**src/rtl/mem_fill_if.sv**
```systemverilog
// Handshake and RAM-port bundle for mem_fill_engine.
// master = controller/arbiter side, slave = the fill engine.
interface mem_fill_if #(
  parameter int ADDR_W = 8,
  parameter int DATA_W = 8,
  parameter int LEN_W  = ADDR_W + 1
);
  logic              start;
  logic [1:0]        mode;
  logic [ADDR_W-1:0] base_addr;
  logic [LEN_W-1:0]  length;
  logic [DATA_W-1:0] fill_value;
  logic              done_ack;
  logic              mem_grant;
  logic [DATA_W-1:0] mem_rdata;
  logic [ADDR_W-1:0] mem_addr;
  logic [DATA_W-1:0] mem_wdata;
  logic              mem_wren;
  logic              busy;
  logic              init_done;
  logic              verify_err;

  modport master (
    output start, mode, base_addr, length, fill_value, done_ack, mem_grant, mem_rdata,
    input  mem_addr, mem_wdata, mem_wren, busy, init_done, verify_err
  );

  modport slave (
    input  start, mode, base_addr, length, fill_value, done_ack, mem_grant, mem_rdata,
    output mem_addr, mem_wdata, mem_wren, busy, init_done, verify_err
  );
endinterface

```
**src/rtl/mem_fill_engine.sv**
```systemverilog
// Pattern fill sequencer over a wrapping address window of a shared single-port RAM.
// Define MEM_FILL_VERIFY_EN to add a readback-verify pass after the fill.
module mem_fill_engine #(
  parameter int ADDR_W = 8,
  parameter int DATA_W = 8,
  parameter int LEN_W  = ADDR_W + 1
) (
  input  logic     clk,
  input  logic     reset_n,
  mem_fill_if.slave bus
);

`ifdef MEM_FILL_VERIFY_EN
  typedef enum logic [2:0] {IDLE, FILL, WAIT, DONE, VERIFY, VDRAIN} state_t;
`else
  typedef enum logic [1:0] {IDLE, FILL, WAIT, DONE} state_t;
`endif

  state_t            state;
  logic [1:0]        mode_q;
  logic [ADDR_W-1:0] base_q;
  logic [LEN_W-1:0]  len_q;
  logic [LEN_W-1:0]  index;
  logic [DATA_W-1:0] fill_q;
  logic              busy_q;
  logic              done_q;
  logic [ADDR_W-1:0] addr;
  logic [DATA_W-1:0] data;
  logic              last;

  // Same address/pattern generator serves both the fill and the verify walk.
  assign addr = base_q + ADDR_W'(index);
  assign last = (index == len_q - LEN_W'(1));

  always_comb begin
    case (mode_q)
      2'b00:   data = DATA_W'(addr);
      2'b01:   data = fill_q;
      2'b10:   data = fill_q + DATA_W'(index);
      default: data = DATA_W'(addr) ^ fill_q;
    endcase
  end

  assign bus.mem_addr  = addr;
  assign bus.mem_wdata = data;
  assign bus.mem_wren  = (state == FILL) && bus.mem_grant;
  assign bus.busy      = busy_q;
  assign bus.init_done = done_q;

  always_ff @(posedge clk or negedge reset_n) begin
    if (!reset_n) begin
      state  <= IDLE;
      index  <= '0;
      mode_q <= '0;
      base_q <= '0;
      len_q  <= '0;
      fill_q <= '0;
      busy_q <= 1'b0;
      done_q <= 1'b0;
    end else begin
      case (state)
        IDLE: if (bus.start) begin
          mode_q <= bus.mode;
          base_q <= bus.base_addr;
          len_q  <= bus.length;
          fill_q <= bus.fill_value;
          index  <= '0;
          busy_q <= 1'b1;
          state  <= (bus.length == '0) ? WAIT : FILL;
        end
        FILL: if (bus.mem_grant) begin
          if (last) state <= WAIT;
          else      index <= index + LEN_W'(1);
        end
        // Gap cycle so the final write has landed before done or readback.
        WAIT: begin
`ifdef MEM_FILL_VERIFY_EN
          if (len_q != '0) begin
            state <= VERIFY;
            index <= '0;
          end else begin
            state  <= DONE;
            done_q <= 1'b1;
          end
`else
          state  <= DONE;
          done_q <= 1'b1;
`endif
        end
`ifdef MEM_FILL_VERIFY_EN
        VERIFY: if (bus.mem_grant) begin
          if (last) state <= VDRAIN;
          else      index <= index + LEN_W'(1);
        end
        VDRAIN: begin
          state  <= DONE;
          done_q <= 1'b1;
        end
`endif
        DONE: if (bus.done_ack) begin
          state  <= IDLE;
          busy_q <= 1'b0;
          done_q <= 1'b0;
        end
        default: state <= IDLE;
      endcase
    end
  end

`ifdef MEM_FILL_VERIFY_EN
  // Stage 0 is the read issue; stage STAGES lines up with mem_rdata.
  localparam int STAGES = 1;
  logic [STAGES:0]               vld_pipe;
  logic [STAGES:0][DATA_W-1:0]   exp_pipe;
  logic [STAGES-1:0]             vld_q;
  logic [STAGES-1:0][DATA_W-1:0] exp_q;
  logic                          err_q;

  assign vld_pipe = {vld_q, (state == VERIFY) && bus.mem_grant};
  assign exp_pipe = {exp_q, data};
  assign bus.verify_err = err_q;

  always_ff @(posedge clk or negedge reset_n) begin
    if (!reset_n) begin
      vld_q <= '0;
      exp_q <= '0;
      err_q <= 1'b0;
    end else begin
      vld_q <= vld_pipe[STAGES-1:0];
      exp_q <= exp_pipe[STAGES-1:0];
      if (state == IDLE && bus.start)
        err_q <= 1'b0;
      else if (vld_pipe[STAGES] && (bus.mem_rdata != exp_pipe[STAGES]))
        err_q <= 1'b1;
    end
  end
`else
  logic unused_rdata;
  assign unused_rdata   = ^bus.mem_rdata;
  assign bus.verify_err = 1'b0;
`endif

endmodule
```
**src/flat_wrapper.sv**
```systemverilog
// flat-port wrapper written by rule: the top's interface ports become plain ports
module mem_fill_engine_flat 
#(
  parameter int ADDR_W = 8,
  parameter int DATA_W = 8,
  parameter int LEN_W  = ADDR_W + 1
)
  (clk, reset_n, bus_start, bus_mode, bus_base_addr, bus_length, bus_fill_value, bus_done_ack, bus_mem_grant, bus_mem_rdata, bus_mem_addr, bus_mem_wdata, bus_mem_wren, bus_busy, bus_init_done, bus_verify_err);
  mem_fill_if #(.ADDR_W(ADDR_W), .DATA_W(DATA_W), .LEN_W(LEN_W)) bus_i ();
  input  logic clk;
  input  logic reset_n;
  input wire logic [$bits(bus_i.start)-1:0] bus_start;
  input wire logic [$bits(bus_i.mode)-1:0] bus_mode;
  input wire logic [$bits(bus_i.base_addr)-1:0] bus_base_addr;
  input wire logic [$bits(bus_i.length)-1:0] bus_length;
  input wire logic [$bits(bus_i.fill_value)-1:0] bus_fill_value;
  input wire logic [$bits(bus_i.done_ack)-1:0] bus_done_ack;
  input wire logic [$bits(bus_i.mem_grant)-1:0] bus_mem_grant;
  input wire logic [$bits(bus_i.mem_rdata)-1:0] bus_mem_rdata;
  output wire logic [$bits(bus_i.mem_addr)-1:0] bus_mem_addr;
  output wire logic [$bits(bus_i.mem_wdata)-1:0] bus_mem_wdata;
  output wire logic [$bits(bus_i.mem_wren)-1:0] bus_mem_wren;
  output wire logic [$bits(bus_i.busy)-1:0] bus_busy;
  output wire logic [$bits(bus_i.init_done)-1:0] bus_init_done;
  output wire logic [$bits(bus_i.verify_err)-1:0] bus_verify_err;
  assign bus_i.start = bus_start;
  assign bus_i.mode = bus_mode;
  assign bus_i.base_addr = bus_base_addr;
  assign bus_i.length = bus_length;
  assign bus_i.fill_value = bus_fill_value;
  assign bus_i.done_ack = bus_done_ack;
  assign bus_i.mem_grant = bus_mem_grant;
  assign bus_i.mem_rdata = bus_mem_rdata;
  assign bus_mem_addr = bus_i.mem_addr;
  assign bus_mem_wdata = bus_i.mem_wdata;
  assign bus_mem_wren = bus_i.mem_wren;
  assign bus_busy = bus_i.busy;
  assign bus_init_done = bus_i.init_done;
  assign bus_verify_err = bus_i.verify_err;
  mem_fill_engine #(.ADDR_W(ADDR_W), .DATA_W(DATA_W), .LEN_W(LEN_W)) u_core (.clk(clk), .reset_n(reset_n), .bus(bus_i));
endmodule
```
**config.mk**
```make
export PLATFORM = sky130hd
export DESIGN_NAME = mem_fill_engine_flat
export DESIGN_NICKNAME = d
export VERILOG_FILES = /design/src/rtl/mem_fill_if.sv /design/src/rtl/mem_fill_engine.sv /design/src/flat_wrapper.sv
export SDC_FILE = /design/constraint.sdc
export NUM_CORES = 1
export LEC_CHECK = 0
export ABC_AREA = 1
export ABC_CLOCK_PERIOD_IN_PS = 2400
export CAP_MARGIN = 15
export CORE_MARGIN = 2
export CORE_UTILIZATION = 48
export DETAILED_ROUTE_END_ITERATION = 10
export GPL_TIMING_DRIVEN = 1
export PLACE_DENSITY = 0.79
export SYNTH_ARGS = -nofsm -noshare
export SYNTH_HDL_FRONTEND = slang
export SYNTH_SLANG_ARGS = --single-unit
```
**constraint.sdc**
```tcl
create_clock -name clk -period 2.4 [get_ports clk]
set_input_delay 0.48 -clock clk [delete_from_list [all_inputs] [get_ports clk]]
set_output_delay 0.48 -clock clk [all_outputs]
set_load 0.02 [all_outputs]
```
# Yosys cells after proc, flatten, opt, wreduce, memory -nomap -nowiden
# Cells that the tools add are included.
# op_classes
addsub	4
n_mul	0
div	0
n_lt_le_gt_ge	0
n_eq_ne	11
shifts	0
muxes	15
bitwise	1
reduce_logical	12
# op_table
cell	count
$mux W9	3
$pmux W8 S3	1
$pmux W9 S2	1
$add A8 B8 Y8	2
$mux W2	5
$add A9 B1 Y9 const B	1
$eq A9 B9 Y1	1
$logic_not A9 Y1	1
$sub A9 B1 Y9 const B	1
$ne A2 B2 Y1 const B	4
$pmux W2 S4	1
$reduce_and A4 Y1	2
$xor A8 B8 Y8	1
$eq A2 B2 Y1 const B	3
$reduce_bool A2 Y1	3
$eq A2 B1 Y1 const B	2
$logic_not A2 Y1	2
$pmux W1 S2	2
$reduce_and A2 Y1	2
$reduce_and A3 Y1	1
$mux W1	2
$ne A2 B1 Y1 const B	1
$logic_and A1 B1 Y1	1
# word_totals
register_bits	40
latchBits	0
ramBits	0
romBits	0
in_bits	40
out_inout_bits	20
word_cells	51
memories	0

# Depth between registers and ports, before layout
# Gate-level depths: netlist of the first run.
# depth
ltp_word	5
ltp_mapped	14
mapped_depth_nobuf	14

# Worst setup path after synthesis of the first run
# Ideal clock, no wire load.
# synth_timing
kind	register -> output
from	register u_core.index[0]
to	output port bus_mem_wdata[2]
t_arrival_ns	2.202
t_required_ns	1.920
path_slack_ns	-0.282
stages_incl_launch_ff	6
n_path_buf	0
cell_sequence	dfrtp_1 > ha_1 > fa_1 > xor2_1 > xor2_1 > o21ai_0
# synth_via
elab_chain_cells	3
word_cells_on_any_way	4
cone_classes	add/sub (2); mux (1); bitwise (1)
# synth_lines
element	line_no	text
from (decl)	mem_fill_engine.sv:23	logic [LEN_W-1:0] index;
from (signal assigned)	mem_fill_engine.sv:73	else index <= index + LEN_W'(1);
$add A8 B8 Y8 (*)	mem_fill_engine.sv:32	assign addr = base_q + ADDR_W'(index);
via bus_mem_addr[2]	flat_wrapper.sv:20	output wire logic [$bits(bus_i.mem_addr)-1:0] bus_mem_addr;
$xor A8 B8 Y8	mem_fill_engine.sv:40	default: data = DATA_W'(addr) ^ fill_q;
$pmux W8 S3 (*)	mem_fill_engine.sv:36	case (mode_q)
to (decl)	flat_wrapper.sv:21	output wire logic [$bits(bus_i.mem_wdata)-1:0] bus_mem_wdata;
# The timed path passes the listed nets; every way through them passes the cells marked *.

# Final worst setup path of the first run
# layout_timing
from	register u_core.index[0]
to	output port bus_mem_wdata[4]
# layout_via
elab_chain_cells	3
word_cells_on_any_way	4
cone_classes	add/sub (2); mux (1); bitwise (1)
# layout_lines
element	line_no
$add A8 B8 Y8	mem_fill_engine.sv:32
$xor A8 B8 Y8	mem_fill_engine.sv:40
$pmux W8 S3 (*)	mem_fill_engine.sv:36
# Every way passes the cells marked *; elsewhere a longest branch is shown, timed or not.

==> results of run 1 <==
[per-layer routing]
layer | vias up | global-route usage [%]
met4 | 0 | 10.39
met5 | - | 0
li1 | 1694 | -
met1 | 1623 | 36.15
met3 | 32 | 4.621
met2 | 164 | 44.67
[what timing repair did]
| item | CTS | global route |
|---|---|---|
| setup buffers | 6 | 8 |
| pin swaps | 13 | 26 |
| setup endpoints to repair | 15 | 14 |
| gates resized for setup | 105 | 30 |
[cell usage in the layout, fill, tap and decap left out, types with 2 or more instances in the layout]
master and instances:
o22ai_1 3, ha_1 7, dfrtp_1 37, ha_2 2
a21oi_1 12, o21ai_0 22, nand2_1 155, fa_2 2
nor2_1 39, o21a_1 2, buf_4 57, xor2_1 10
clkdlybuf4s50_1 34, a21oi_2 3, ha_4 11, o21ai_1 9
a21o_1 2, nand4_1 9, inv_1 50, nand2_4 3
buf_2 5, buf_6 14, inv_2 7, nand3_4 4
nand3_2 2, nand3_1 27, nor2_2 4, nand2_2 11
xnor2_1 6, dfrtp_2 3, clkbuf_8 6, nor4_1 2
[worst max-delay path, delay by kind of cell, from the launching register on]
| kind | cells | cell delay (ps) |
|---|---|---|
| DFF | 1 | 440 |
| and+or+nand+nor | 6 | 670 |
| buffers and inverters | 3 | 310 |
| adders and majority gates | 2 | 580 |
[cells in the mapped netlist, types with 2 or more instances]
| master | instances | area, sq um |
|---|---|---|
| dfrtp_1 | 40 | 1001 |
| xnor2_1 | 6 | 52.55 |
| xor2_1 | 11 | 96.34 |
| ha_1 | 20 | 250.2 |
| buf_4 | 2 | 15.01 |
| buf_2 | 3 | 15.01 |
| fa_1 | 2 | 40.04 |
| nor2_1 | 40 | 150.1 |
| nand2_4 | 2 | 22.52 |
| clkbuf_1 | 3 | 11.26 |
| nor4_1 | 2 | 12.51 |
| nand2_2 | 3 | 18.77 |
| o21ai_0 | 32 | 160.2 |
| o21a_1 | 2 | 15.01 |
| nor2_2 | 3 | 18.77 |
| a21o_1 | 2 | 15.01 |
| nand4_1 | 9 | 56.30 |
| nand3_1 | 33 | 165.2 |
| inv_1 | 57 | 214.0 |
| nand2_1 | 164 | 615.6 |
| o22ai_1 | 3 | 18.77 |
| a21oi_1 | 15 | 75.07 |
[final timing paths]
| check | startpoint | to | slack, ps | depth (start not counted) |
|---|---|---|---|---|
| max in group asynchronous | reset_n | u_core.index[4] | 1610 | 2 |
| min in group clk | u_core.len_q[8] | u_core.len_q[8] | 530 | 2 |
| min | reset_n | u_core.base_q[7] | 80 | 1 |
| max reg2reg | u_core.len_q[0] | u_core.index[3] | 400 | 14 |
| min reg2reg | u_core.len_q[8] | u_core.len_q[8] | 530 | 2 |
| max | u_core.index[0] | bus_mem_wdata[4] | -390 | 11 |
[power by group]
group / internal [mW] / switching [mW]
sequential: 0.944 / 0.304
combinational: 1.77 / 2.18
clock: 0.341 / 0.285
[cell families after synthesis]
| logic type | share of synthesized area, % |
|---|---|
| AOI/OAI and AO/OA | 10.07 |
| and+or+nand+nor | 34.59 |
| DFF | 32.10 |
| xor gates and xnor gates | 5.497 |
| other | 0.1203 |
| buffers and inverters | 8.306 |
| adders and majority gates | 9.310 |
[through the flow]
stage	setup slack, ps	util [%]	std cells
6_report	-388.0	71.96	654
5_1_grt	-478.7	71.96	654
4_1_cts	-317.2	69.62	648
3_5_place_dp	-425.7	64.37	634
3_3_place_gp	-379.9	64.37	634
2_1_floorplan	7.506	-	464
[flip-flops by register name, summed over array words and instances, names as in the netlist]
signal                count
u_core.bus.busy           1
u_core.mode_q             2
u_core.bus.init_done      1
u_core.len_q              9
u_core.index              9
u_core.base_q             8
u_core.fill_q             8
u_core.state              2
[final cells by class]
class | count | share of cell area [%]
Multi-Input combinational cell | 358 | 46.71
Sequential cell | 40 | 22.12
Timing Repair Buffer | 113 | 21.59
Inverter | 58 | 4.792
Tap cell | 77 | 2.121
Clock buffer | 6 | 1.818
Clock inverter | 2 | 0.8538
==> flow_summary.rst, run 1 <==
.. list-table::
   :header-rows: 1

   * - Metric
     - Value
   * - Buffer cell driving the clock tree root
     - clkbuf_8
   * - Sequential cell area fraction in the yosys report
     - roughly a third
   * - Share of layout cells above drive strength 1
     - 24.61%
   * - Gate Count Post-Synth
     - between 400 and 500
   * - Post-synthesis register bit count
     - 40
   * - Max cap viols
     - 0
   * - Source-to-sink clock delay at the later pin of the worst-skew pair
     - 320 ps
   * - Area of the multi-input gates
     - between 2000 and 2500 sq um
   * - Ordered list of cells on the worst path
     - ha_2 > fa_2 > nand3_1 > nand2_1 > or2_2 > nand2_2 > inv_2 > buf_4 > nand2_1 > nand3_1 > buf_6
   * - Mapped Area
     - 3118 sq um
   * - Detailed-routed wire length on met3
     - 789 um
   * - CP Data Required Time
     - 1920 ps
   * - Share of async-settable or async-resettable flops after synthesis
     - 100.0%
   * - Post-Route WL
     - 10,160 um
   * - Synthesized netlist net count
     - between 500 and 600
   * - Count of buffers from port buffering
     - 50
   * - Synthesized area per cell
     - 6.720 sq um
   * - Delay of the slowest critical-path stage
     - ~440 ps
   * - Number of flops mapped to enable cells by yosys
     - 0
   * - Unrepaired setup endpoints after global routing
     - yes
   * - Highest metal layer used by the detailed router
     - met4
   * - Number of nets with antenna violations after routing
     - 0
   * - Setup slack of the critical path after layout
     - -388.0 ps
   * - Clock Skew
     - roughly 12 ps
   * - Leakage Power
     - around 2.4 nW
   * - DRT iter0 DRCs
     - about 220
   * - Number of global-route vias before repair
     - approximately 3,400
   * - Hold Buf Count CTS
     - 0
   * - Maximum frequency from static timing analysis
     - 0.3587 GHz
   * - Clock tree from TritonCTS
     - done
   * - First-pass GRT wire length
     - about 16,000 um
   * - Post-DP HPWL
     - 6472 um
   * - Outcome
     - complete, but fails checks
   * - Area overhead of the layout relative to synthesis
     - 45.71%
   * - Largest net degree at the start of global routing
     - 40
   * - Failing checks
     - setup timing
   * - Number of setup violations in the final report
     - 13
   * - Worst min path class
     - in2async
   * - Category of the most critical setup path
     - reg2out
   * - Tot GR Track Use
     - 27.29%
   * - Die X
     - 84.60 um
   * - Antenna violations before repair
     - 0
   * - YS warnings
     - 0
   * - Design area
     - 4543 sq um
   * - CTS sink count
     - 40
   * - Layout filler cell count
     - approximately 470
   * - Tightest hold margin
     - between 80 and 90 ps
   * - Shortest clock period the worst path allows after layout
     - 2788 ps
   * - Netlist cell types
     - 32
   * - Power Total
     - 5.826 mW
   * - Final layout net count
     - 638
   * - H-tree levels
     - 2
   * - Average wire length per cell after detail routing
     - 15.54 um
   * - Vias
     - 3,513
   * - Antenna diode count
     - 0
   * - Total core area
     - about 6300 sq um
   * - # rows
     - 29
   * - Flip-flop and latch area
     - 1005 sq um
   * - Final hold violation count
     - 0
   * - Final estimated routing congestion in global placement
     - 0.9417
   * - Met2 routed WL
     - 4800 um
   * - Commonest register cell after synthesis
     - dfrtp_1
   * - Detailed-route DRC error count
     - 0
   * - Sum of negative setup slack
     - -2668 ps
   * - First-pass detailed-route iteration total
     - 5
   * - Data arrival time of the critical path
     - 2310 ps
   * - Final Cycle Share
     - 116.2%
   * - Largest buffer count on any clock path
     - 2
   * - Crit path launch type
     - register
   * - Library cell contributing the largest single delay on the critical path
     - dfrtp_1
   * - Vias per cell
     - 5.372
   * - Starting density of the core
     - 49.39%
   * - Die height
     - 84.60 um
   * - Cell area power density
     - 1282 nW/um^2
   * - Total cell area at the placement stage
     - 4064 sq um
   * - Peak supply drop
     - between 800 and 900 uV
   * - Clk pin slew, worst setup/hold paths
     - 100 ps
   * - Largest fanout of any net on the critical path
     - 3
   * - Total congestion overflow after global routing
     - 0
   * - Routed met1 length
     - 4230 um
   * - Crit. End Element
     - output port
   * - CTS buffer count
     - 5
   * - DIE AREA
     - 7156 sq um
   * - # IOs
     - 60
   * - Number of pins with negative max-slew slack in the final report
     - 0
No activity file was read; power rests on OpenSTA's default activity.
==> run 2, diff against run 1 <==
Settings changed: GPL_TIMING_DRIVEN 1 to 0.
==> run 2 against run 1 <==
The run still ends with setup timing left; die area did not move; sequential power barely moved; non-clock buffer count fell by 33; design area fell by 6.9%; fmax rose by 2.6%; via count fell by 4.6%; routed wire length fell by 11%; global-route usage fell by 2.3 points; worst hold slack got worse by 48 ps; critical path depth did not move; highest routed layer unchanged.
==> flow_summary.rst, run 2 (synthesis results as in run 1) <==
.. list-table::
   :header-rows: 1

   * - Metric
     - Value
   * - Reg power frac
     - 24.2%
   * - Final hold violation count
     - 0
   * - Source-to-sink clock delay at the later pin of the worst-skew pair
     - roughly 300 ps
   * - Max cap viols
     - 0
   * - Clock Skew
     - about 8.2 ps
   * - Number of nets with antenna violations after routing
     - 0
   * - Least-Margin Pin Slew
     - around 570 ps
   * - Data arrival time of the critical path
     - 2240 ps
   * - Fraction of power consumed by the clock network
     - 8.7%
   * - Shortest clock period the worst path allows after layout
     - roughly 2700 ps
   * - Post-DP HPWL
     - 6227 um
   * - Setup slack after placement
     - -668.2 ps
   * - Final estimated routing congestion in global placement
     - between 0.8 and 0.9
   * - Die height
     - 84.60 um
   * - Peak supply drop
     - a little over 800 uV
   * - Count of buffers from port buffering
     - 50
   * - First-pass detailed-route iteration total
     - 5
   * - CP Data Required Time
     - around 1900 ps
   * - Average wire length per cell after detail routing
     - ~15 um
   * - Share of layout cells above drive strength 1
     - a little under a fifth
   * - Clock tree from TritonCTS
     - done
   * - Tightest hold margin
     - 33.60 ps
   * - First-pass GRT wire length
     - 14,330 um
   * - Sw Pwr
     - between 2 and 3 mW
   * - Largest fanout of any net on the critical path
     - 3
   * - Final Instance Count excl. Fillers
     - 620
   * - Post-Route WL
     - around 9000 um
   * - Largest buffer count on any clock path
     - 2
   * - # rows
     - 29
   * - H-tree levels
     - 2
   * - Antenna diode count
     - 0
   * - Cell-internal power
     - 2.637 mW
   * - Tot GR Track Use
     - 24.95%
   * - Vias per cell
     - 5.403
   * - DIE AREA
     - 7156 sq um
   * - Vias
     - ~3,400
   * - Worst min path class
     - in2async
   * - Setup slack of the critical path after layout
     - -317.5 ps
   * - Final Cycle Share
     - 113.2%
   * - Number of pins with negative max-slew slack in the final report
     - 0
   * - Starting density of the core
     - between 40% and 50%
   * - Die X
     - approximately 85 um
   * - DRT iter0 DRCs
     - 271
   * - Clk pin slew, worst setup/hold paths
     - approximately 90 ps
   * - Switching part of the total
     - between 40% and 50%
   * - Placed cells
     - 592
   * - Share of power burned in combinational logic
     - between 60% and 70%
   * - Most frequent standard cell in the layout excluding fill and tap cells
     - nand2_1
   * - CTS buffer count
     - 5
   * - Leakage Power
     - 2.146 nW
   * - Largest net degree at the start of global routing
     - 33
   * - Maximum frequency from static timing analysis
     - around 0.37 GHz
   * - Category of the most critical setup path
     - reg2out
   * - CTS sink count
     - 40
   * - Top library cells by usage in the layout, fill and taps aside
     - nand2_1 (156), inv_1 (50), nor2_1 (40)
   * - Buffer cell driving the clock tree root
     - clkbuf_8
   * - Failing checks
     - setup timing
   * - Crit path launch type
     - register
   * - Area overhead of the layout relative to synthesis
     - 35.63%
   * - Outcome
     - complete, but fails checks
   * - Final layout net count
     - 605
   * - Total core area
     - 6314 sq um
   * - # IOs
     - 60
   * - Antenna violations before repair
     - 0
   * - Total congestion overflow after global routing
     - 0
   * - Unrepaired setup endpoints after global routing
     - yes
   * - Total cell area at the placement stage
     - 3742 sq um
   * - Number of global-route vias before repair
     - approximately 3,100
   * - Crit. End Element
     - output port
   * - Number of setup violations in the final report
     - 9
   * - Worst slew margin relative to its limit
     - between 60% and 70%
   * - Design area
     - 4229 sq um
   * - Biggest registers after layout
     - u_core.index x9, u_core.len_q x9
   * - Cell area power density
     - 1241 nW/um^2
   * - Detailed-route DRC error count
     - 0
   * - Power Total
     - 5.250 mW
==> run 2: cell types whose count changed in the layout (fill, tap and decap cells not counted), sizes merged <==
| cell | delta |
|---|---|
| clkinvlp | +1 |
| clkdlybuf4s15 | -1 |
| buf | -36 |
| bufinv | -1 |
| dlygate4sd2 | +1 |
| clkbuf | +2 |
==> run 2: layout make-up <==
cell class	count	area, sq um
repair buffers	72	665.6
inverters	58	220.2
well taps	77	96.34
fillers	559	2085
clock inverters	2	12.51
multi-input cells	358	2115
plain buffers	8	41.29
flip-flops and latches	40	1010
clock buffers	5	68.82
==> run 2: repair_timing <==
action / CTS / global route
pin swaps: 10 / 18
setup buffers: 17 / 6
hold buffers: 0 / 0
setup endpoints to repair: 15 / 12
resized for setup: 100 / 33
==> run 2: power by group through the flow <==
stage	Clock (mW)	Combinational (mW)	Sequential (mW)
after detailed placement	0	3.03	1.25
after floorplan	0	2.05	1.17
after global placement	0	2.97	1.23
final	0.456	3.52	1.27
after global routing	0.490	3.86	1.30
after CTS	0.465	3.26	1.25
==> run 2: worst max-delay path: stages, from the launching register on <==
cell and delay [ps]:
dfrtp_2 470, ha_4 190, fa_2 390, nand3_2 80, nand2_2 50, or2_4 240, nand2_4 90, inv_4 40
nor2_1 80, o21ai_1 70, nand3_1 120, buf_6 130
==> run 2: metal layers <==
metal	part of all wire, %	global-route usage (%)	vias to the layer above
met4	1.6	7.215	0
met2	46	40.23	136
met5	0	0	-
met3	6.7	4.031	18
li1	-	-	1631
met1	45	34.74	1565
==> run 2: final timing paths <==
kind	startpoint	to	slack [ps]	depth (start not counted)
worst max-delay path	u_core.index[0]	bus_mem_wdata[4]	-320	11
worst min-delay path	reset_n	u_core.fill_q[6]	30	1
worst max register to register	u_core.len_q[0]	u_core.index[1]	400	13
worst min register to register	u_core.base_q[7]	u_core.base_q[7]	510	2
max in group asynchronous	reset_n	u_core.index[2]	1890	2
min in group clk	u_core.base_q[7]	u_core.base_q[7]	510	2
==> run 2: stage by stage <==
| stage | TNS (ps) | util, % |
|---|---|---|
| finish | -1620 | 66.98 |
| global route | -2459 | 66.98 |
| CTS | -1555 | 64.98 |
| detailed placement | -4436 | 59.27 |
| global placement | -12900 | 59.04 |
| floorplan | 0 | - |
==> run 3, diff against run 2 <==
Settings changed: ABC_AREA 1 to not set, CORE_UTILIZATION 48 to 47, PLACE_DENSITY 0.79 to 0.78.
==> run 3 against run 2 <==
Fmax decreased by 12%; the flow still finishes with violations (setup timing); clock skew decreased by 1.5 ps; routed wire length shrank 18%; die area is 4.7% lower; sequential share of layout area grew 0.80 points; count of clock-buffer cells in the layout grew 2; largest power group unchanged; worst hold slack better by 8.1 ps; register-to-register slack got worse by 370 ps; non-clock buffer count shrank 1; setup slack got worse by 380 ps.
==> flow_summary.rst, run 3 <==
.. list-table::
   :header-rows: 1

   * - Metric
     - Value
   * - Data arrival time of the critical path
     - roughly 2600 ps
   * - Crit. End Element
     - output port
   * - Worst reg-to-reg setup slack
     - 30 ps
   * - Cell area power density
     - 1464 nW/um^2
   * - Final hold violation count
     - 0
   * - Peak supply drop
     - 1045 uV
   * - Number of global-route vias before repair
     - 2,442
   * - Post-DP HPWL
     - 4834 um
   * - Synthesized netlist net count
     - between 300 and 400
   * - Share of layout cells above drive strength 1
     - between 30% and 40%
   * - # rows
     - 28
   * - Power Total
     - roughly 6.0 mW
   * - Outcome
     - complete, but fails checks
   * - Mapped Area
     - 2903 sq um
   * - Library cell contributing the largest single delay on the critical path
     - dfrtp_2
   * - Post-synthesis register bit count
     - 40
   * - Maximum frequency from static timing analysis
     - 0.3226 GHz
   * - Least-Margin Pin Slew
     - 596.8 ps
   * - Number of setup violations in the final report
     - 12
   * - Largest fanout of any net on the critical path
     - 2
   * - CP Data Required Time
     - 1920 ps
   * - Unrepaired setup endpoints after global routing
     - yes
   * - Top library cells by usage in the layout, fill and taps aside
     - clkdlybuf4s50_1 (34), dfrtp_1 (30), mux2_2 (28)
   * - Most area-hungry cell type in the Yosys netlist
     - dfrtp_1
   * - H-tree levels
     - 2
   * - Sequential cell area fraction in the yosys report
     - 34.48%
   * - Die X
     - 82.59 um
   * - Post-Route WL
     - 7414 um
   * - Total congestion overflow after global routing
     - 0
   * - Tot GR Track Use
     - 21.78%
   * - Gate Count Post-Synth
     - 299
   * - Worst slew margin relative to its limit
     - 60.21%
   * - Vias per cell
     - 5.599
   * - Antenna violations before repair
     - 0
   * - Sum of negative setup slack
     - -3859 ps
   * - Leakage Power
     - 1.842 nW
   * - Netlist cell types
     - 56
   * - Crit path launch type
     - register
   * - Biggest registers after layout
     - u_core.index x9, u_core.len_q x9
   * - # IOs
     - 60
   * - Average wire length per cell after detail routing
     - 16.51 um
   * - First-pass GRT wire length
     - 11,340 um
   * - Buffer cell driving the clock tree root
     - clkbuf_8
   * - Count of buffers from port buffering
     - 50
   * - Shortest clock period the worst path allows after layout
     - 3100 ps
   * - Final Cycle Share
     - 129.2%
   * - Max cap viols
     - 0
   * - CTS sink count
     - 40
   * - Category of the most critical setup path
     - reg2out
   * - Worst min path class
     - in2async
   * - Largest buffer count on any clock path
     - 2
   * - Largest net degree at the start of global routing
     - 33
   * - Total core area
     - 5956 sq um
   * - Setup slack of the critical path after layout
     - -700.1 ps
   * - YS warnings
     - 0
   * - Delay of the slowest critical-path stage
     - 430 ps
   * - Number of flops mapped to enable cells by yosys
     - 0
   * - Most used standard cells in the synthesized netlist
     - dfrtp_1 (40), mux2_2 (29), nand2_1 (27)
   * - Commonest register cell after synthesis
     - dfrtp_1
   * - Vias
     - 2,514
   * - First-pass detailed-route iteration total
     - 4
   * - Number of pins with negative max-slew slack in the final report
     - 0
   * - Die height
     - 82.59 um
   * - Cell mode on critical path
     - a21oi_2
   * - Starting density of the core
     - 48.74%
   * - Antenna diode count
     - 0
   * - Leading cell type by number of instances after synthesis
     - dfrtp_1
   * - Clock Skew
     - 6.720 ps
   * - Area share of the largest cell type after synthesis
     - about a third
   * - Synthesized area per cell
     - 9.708 sq um
   * - Ordered list of cells on the worst path
     - buf_6 > fa_2 > a21o_1 > a21oi_2 > o21bai_1 > a21oi_2 > xnor2_2 > mux2_4 > o211ai_1 > buf_4
   * - Most frequent standard cell in the layout excluding fill and tap cells
     - clkdlybuf4s50_1
   * - DIE AREA
     - about 6800 sq um
   * - Clk pin slew, worst setup/hold paths
     - 80 ps
   * - Number of nets with antenna violations after routing
     - 0
   * - Failing checks
     - setup timing
   * - Clock tree from TritonCTS
     - done
   * - Largest cells by area after synthesis
     - dfrtp_1 (34%), mux2_2 (11%), ha_1 (8.6%)
   * - CTS buffer count
     - 5
   * - Final estimated routing congestion in global placement
     - 0.7692
   * - Source-to-sink clock delay at the later pin of the worst-skew pair
     - approximately 300 ps
   * - Final layout net count
     - about 440
   * - Detailed-route DRC error count
     - 0
   * - Area overhead of the layout relative to synthesis
     - 41.51%
   * - Share of async-settable or async-resettable flops after synthesis
     - between 90% and 100%
   * - DRT iter0 DRCs
     - 124
## run 3: cell count changes after synthesis, moves of 4 or more
cell,before,now
nor2b_1,0,5
mux2_2,0,29
a211oi_1,0,4
o21ai_0,32,8
mux2i_1,0,11
nand4_1,9,2
clkbuf_1,3,8
xnor2_1,6,15
o21bai_1,0,4
nand2b_1,0,5
inv_1,57,19
nand3_1,33,6
nor2_1,40,14
nand2_1,164,27
## run 3: final cells by class
cell class	count	area [sq um]
Buffer	9	47.55
Clock buffer	7	96.34
Fill cell	438	1848
Inverter	19	71.32
Multi-Input combinational cell	229	2127
Sequential cell	40	1013
Tap cell	75	93.84
Timing Repair Buffer	70	658.1
## run 3: cell families (layout without fill, tap and decap cells)
family	after synthesis	in the layout	synth area share, %
compound gates	48	48	10.99
fa+ha+maj	23	23	10.34
flops	40	40	34.48
buf+inv	30	105	4.267
mux	40	40	15.04
simple gates	90	90	16.60
xor+xnor	27	27	8.147
other cells	1	1	0.1292
## run 3: per-layer routing
layer  vias to the layer above  global-route usage (%)  share of wire, %
met3                         7                   4.130               3.0
met4                         0                   8.033               1.3
li1                       1201                       -                 -
met2                        49                   36.45                52
met5                         -                       0                 0
met1                      1257                   28.01                44
## run 3: final timing paths
check | from | to | cells after the start
max in group asynchronous | reset_n | u_core.index[2] | 2
hold / removal | reset_n | u_core.fill_q[1] | 1
setup reg to reg | u_core.len_q[3] | u_core.index[2] | 8
setup / recovery | u_core.index[1] | bus_mem_wdata[6] | 10
hold reg to reg | u_core.index[8] | u_core.index[8] | 1
min in group clk | u_core.index[8] | u_core.index[8] | 1
## run 3: timing repair
| action | CTS | global route |
|---|---|---|
| endpoints found under the setup margin | 19 | 21 |
| hold endpoints to repair | 0 | 0 |
| pin swaps | 7 | 27 |
| gates resized for setup | 96 | 45 |
| hold buffers | 0 | 0 |
| setup buffers | 10 | 11 |
## run 3: critical path: cells and delay by family, from the launching register on
kind            cells  cell delay, ps
mux                 1             320
flops               1             430
buf+inv             2             300
compound gates      5             720
fa+ha+maj           1             400
xor+xnor            1             150
## run 3: power by group
group / internal [mW] / switching (mW) / total [mW] / leakage [nW]
registers: 0.979 / 0.377 / 1.36 / 0.471
logic: 2.09 / 2.07 / 4.16 / 1.32
clock network: 0.256 / 0.241 / 0.498 / 0.0503
total: 3.32 / 2.69 / 6.02 / 1.84
## run 3: metrics by stage
| step | util, % | cells | hold slack, ps | setup slack, ps | instance area, sq um |
|---|---|---|---|---|---|
| final | 68.97 | 449 | 41.71 | -700.1 | 4108 |
| after global placement | 59.71 | 424 | 487.7 | -948.9 | 3556 |
| after global routing | 68.97 | 449 | 42.12 | -789.4 | 4108 |
| after CTS | 64.33 | 441 | 41.91 | -669.4 | 3831 |
| after detailed placement | 59.96 | 425 | 362.6 | -930.1 | 3571 |
| after floorplan | - | 299 | 184.4 | -359.8 | 2962 |
==> edit 1: new RTL, config.mk and constraints of run 3 <==
Add a define of `MEM_FILL_VERIFY_EN`.
--- a/src/rtl/mem_fill_engine.sv
+++ b/src/rtl/mem_fill_engine.sv
@@ -1,4 +1,6 @@
 // Pattern fill sequencer over a wrapping address window of a shared single-port RAM.
 // Define MEM_FILL_VERIFY_EN to add a readback-verify pass after the fill.
+`define MEM_FILL_VERIFY_EN
+
 module mem_fill_engine #(
   parameter int ADDR_W = 8,
Behaviour: not the same (Yosys sat finds a counterexample within 4 cycles, from zero or initial values and one cycle with reset_n low).
==> edit 1 against run 3 <==
The run still ends with negative setup slack left; total power increased by 42%; via count grew 28%; routed wire length up 29%; worst setup slack got worse by 0.018 ns; clock skew about the same; design area up 18%; die area rose by 20%; sequential cell count increased by 11; synthesized area increased by 21%; critical endpoint unchanged; largest power group unchanged; highest routed layer unchanged.
==> edit 1: results (changes against run 3) <==
failing checks: negative setup slack
flop2flop setup slack: 0.04 ns
DP Area: 0.00433 mm^2 (+21%)
sequential area share after synthesis: 0.363 (+0.0184)
DR vias/cell: 5.69 (+1.6%)
DP Worst Slack: -0.871 ns (+0.0587 ns)
number of DRC markers in iteration 0: 100 (-19%)
final HPWL from detailed placement: 6680 um (+38%)
worst-margin pin slew: 0.613 ns (+0.0166 ns)
CP Max Fanout: 4 (+2)
PnR worst setup slack: -0.719 ns (-0.0185 ns)
Netlist cell types: 62 (+11%)
synth cell count leaders: dfrtp_1 (51), nand2_1 (32), nor2_1 (26)
final hold slack: 0.153 ns (+0.111 ns)
dominant cells by area after synthesis: dfrtp_1 (36%), mux2_2 (7.7%), ha_1 (5.7%)
Arr. time, crit path: 2.64 ns (+0.02 ns)
Ant. Diodes: 0 (unchanged)
share of layout cells above drive strength 1: 0.291 (-0.0938)
largest net degree at the start of global routing: 29 (-12%)
global-route wire length before repair: 15,200 um (+34%)
Nets: 525 (+20%)
status: complete, but fails checks
Mapped Nets: 436 (+21%)
overall global routing resource usage: 0.228 (+0.0101)
Leak Pwr: 2.03 nW (+10%)
Final setup viols: 12 (unchanged)
maximum VDD drop: 0.745 mV (-29%)
[edit 1: cell types whose count changed after synthesis, moves of 6 or more]
cell      before  now
dfrtp_1       40   51
xor2_1        12   18
a21oi_1       14   20
clkbuf_1       8   15
nor3_1         4   12
nor2_1        14   26
nand3_1        6   12
o21ai_0        8   23
mux2i_1       11    4
[edit 1: cell families after synthesis]
| logic type | synth area share |
|---|---|
| adders and majority gates | 0.0684 |
| and+or+nand+nor | 0.179 |
| DFF | 0.363 |
| xor gates and xnor gates | 0.0819 |
| AOI/OAI and AO/OA | 0.166 |
| buffers and inverters | 0.0538 |
| muxes | 0.0883 |
[edit 1: final cells by class]
type,count,area [um^2],share of cell area
sequential,51,1280,0.265
clock inverter,1,30.0,0.00621
clock buffer,6,72.6,0.0150
timing repair buffer,83,793,0.164
inverter,16,60.1,0.0124
multi-input combinational,290,2340,0.485
tap,99,124,0.0256
buffer,20,131,0.0272
[edit 1: worst paths after layout]
kind / from / to
hold / removal: reset_n / u_core.bus.verify_err$_DFFE_PN0P_
hold reg to reg: u_core.vld_q$_DFF_PN0_ / u_core.bus.verify_err$_DFFE_PN0P_
max in group asynchronous: reset_n / u_core.index[4]$_DFFE_PN0P_
setup reg to reg: u_core.len_q[1]$_DFFE_PN0P_ / u_core.state[0]$_DFFE_PN0P_
min in group clk: u_core.vld_q$_DFF_PN0_ / u_core.bus.verify_err$_DFFE_PN0P_
setup / recovery: u_core.index[0]$_DFFE_PN0P_ / bus_mem_wdata[6]
[edit 1: through the flow]
step | TNS, ns | instances
floorplan | -0.519 | 378
global placement | -40.42 | 536
detailed placement | -9.77 | 537
CTS | -4.50 | 559
global route | -5.35 | 566
finish | -4.25 | 566
[edit 1: layer usage]
| layer | GRT usage | routed length, um |
|---|---|---|
| met4 | 0.0833 | 246 |
| met2 | 0.411 | 5090 |
| met5 | 0 | 0 |
| met1 | 0.266 | 3810 |
| met3 | 0.0467 | 440 |
[edit 1: what timing repair did]
item	in CTS	in global routing
gates resized for setup	80	58
pin swaps	7	14
setup buffers	16	7
gates cloned	0	0
setup endpoints to repair	37	27
[edit 1: report_power, final]
group	internal [mW]	switching [mW]
logic	2.99	3.24
registers	1.28	0.413
clock network	0.306	0.283
[edit 1: worst max-delay path, cell delays in order, from the launching register on]
cell	delay (ns)
dfrtp_2	0.46
ha_4	0.18
fa_2	0.33
a21o_1	0.21
a21oi_2	0.20
nand3b_1	0.19
nand3_4	0.12
mux2i_1	0.14
o21ai_1	0.10
a21bo_2	0.26
buf_6	0.13
==> edit 2: new RTL, settings of run 3 <==
Without the edit above. The 4 states of `state_t` get a one-hot encoding in 4 bits.
--- a/src/rtl/mem_fill_engine.sv
+++ b/src/rtl/mem_fill_engine.sv
@@ -14,5 +14,5 @@
   typedef enum logic [2:0] {IDLE, FILL, WAIT, DONE, VERIFY, VDRAIN} state_t;
 `else
-  typedef enum logic [1:0] {IDLE, FILL, WAIT, DONE} state_t;
+  typedef enum logic [3:0] {IDLE = 4'b0001, FILL = 4'b0010, WAIT = 4'b0100, DONE = 4'b1000} state_t;
 `endif
 
Behaviour: no difference found for any inputs over 4 cycles, from zero or initial values and one cycle with reset_n low; so few cycles prove little.
==> edit 2 against run 3 <==
The flow still finishes with violations (negative setup slack); synthesized area up 2.5%; routed wire length up 8.1%; design area is 3.6% higher; via count is 14% higher; combinational power is 21% lower; total power shrank 14%; worst setup slack better by 0.17 ns; sequential cell count increased by 2; critical path type unchanged.
==> edit 2: results (changes against run 3) <==
Synth Area in Compound Gates: 0.142 (+0.0326)
met2 global-route usage: 0.394 (+0.0297)
area occupied by multi-input gates: 0.00212 mm^2 (-0.53%)
overall global routing resource usage: 0.221 (+0.00334)
TNS Setup: -2.77 ns (+1.09 ns)
Synth Area in Adders: 0.0807 (-0.0227)
post-synthesis mux area share: 0.0135 (-0.137)
met3 wire length: 373 um (+70%)
largest net degree at the start of global routing: 23 (-30%)
dominant cells by area after synthesis: dfrtp_1 (34%), nand2_1 (12%), ha_1 (6.7%)
DP Worst Slack: -0.793 ns (+0.137 ns)
Mapped Nets: 420 (+16%)
Nets: 506 (+16%)
PnR worst setup slack: -0.531 ns (+0.169 ns)
vias in the first global route: 2,803 (+15%)
biggest regs: u_core.index: 9 flops, u_core.len_q: 9 flops
sequential area share after synthesis: 0.354 (+0.00868)
met3 usage: 0.0376 (-0.00372)
skew final: 0.00976 ns (+0.00304 ns)
routed length on met2: 3990 um (+3.3%)
CP Max Fanout: 3 (+1)
maximum VDD drop: 0.895 mV (-14%)
Post-Synth XOR/XNOR Area: 0.0971 (+0.0156)
final hold slack: 0.157 ns (+0.115 ns)
slew margin rel.: 0.587 (-0.0149)
Netlist cell types: 51 (-8.9%)
final WL: 8010 um (+8.1%)
number of DRC markers in iteration 0: 118 (-4.8%)
Final setup viols: 9 (-3)
grt met1 use: 0.273 (-0.00733)
detailed-routing wirelength on met1: 3410 um (+5.4%)
reg2reg end: u_core.index[5]$_DFFE_PN0P_
reg-to-reg critical path startpoint: u_core.len_q[0]$_DFFE_PN0P_
r2r worst-path depth: 9 (+1)
status: complete, but fails checks
flop2flop setup slack: 0.09 ns (+0.06 ns)
DR vias/cell: 5.47 (-2.2%)
filler cell count: 473 (+8.0%)
global-route wire length before repair: 12,800 um (+13%)
max incr delay on CP: 0.45 ns (+0.02 ns)
failing checks: negative setup slack
synth cell count leaders: nand2_1 (95), dfrtp_1 (41), a21oi_1 (23)
## edit 2: cell types whose count changed after synthesis, sizes merged, moves of 5 or more
cell           run 3  this run
a21oi             14        24
mux2              29         0
nand2b             5        10
nand2             27        95
nor2              14        20
o21ai              8        15
mux2i             11         4
nor3               4        10
## edit 2: timing repair
item                                   in CTS  in global routing
buffers inserted                           11                 20
endpoints found under the hold margin       0                  0
hold buffers                                0                  0
setup endpoints to repair                  22                 31
pin swaps                                  10                 14
gates resized for setup                    90                 32
## edit 2: area by class of cell
type,instances,area share
clock buffers,7,0.0203
plain buffers,14,0.0165
inverters,15,0.0138
well taps,75,0.0221
flip-flops and latches,42,0.249
multi-input cells,290,0.497
clock inverters,1,0.00706
repair buffers,80,0.174
## edit 2: power by group
group	internal (mW)	total (mW)	switching [mW]
clock network	0.340	0.594	0.254
registers	0.972	1.31	0.339
logic	1.53	3.29	1.76
total	2.84	5.19	2.35
## edit 2: cells by family after synthesis
group,after synthesis
AO/OA/AOI/OAI,65
XOR/XNOR,33
adder cells (fa/ha/maj),18
buffers and inverters,30
flip-flops,42
multiplexers,4
other,1
AND/OR/NAND/NOR,169
## edit 2: how the worst max path moves through the flow
stage	from	to	slack, ns
floorplan	u_core.index[1]$_DFFE_PN0P_	bus_mem_wdata[7]	-0.17
finish	u_core.index[0]$_DFFE_PN0P_	bus_mem_wdata[6]	-0.53
global route	u_core.index[0]$_DFFE_PN0P_	bus_mem_wdata[6]	-0.64
CTS	u_core.index[1]$_DFFE_PN0P_	bus_mem_wdata[7]	-0.45
global placement	u_core.index[0]$_DFFE_PN0P_	bus_mem_wdata[6]	-0.74
detailed placement	u_core.index[1]$_DFFE_PN0P_	bus_mem_wdata[7]	-0.79
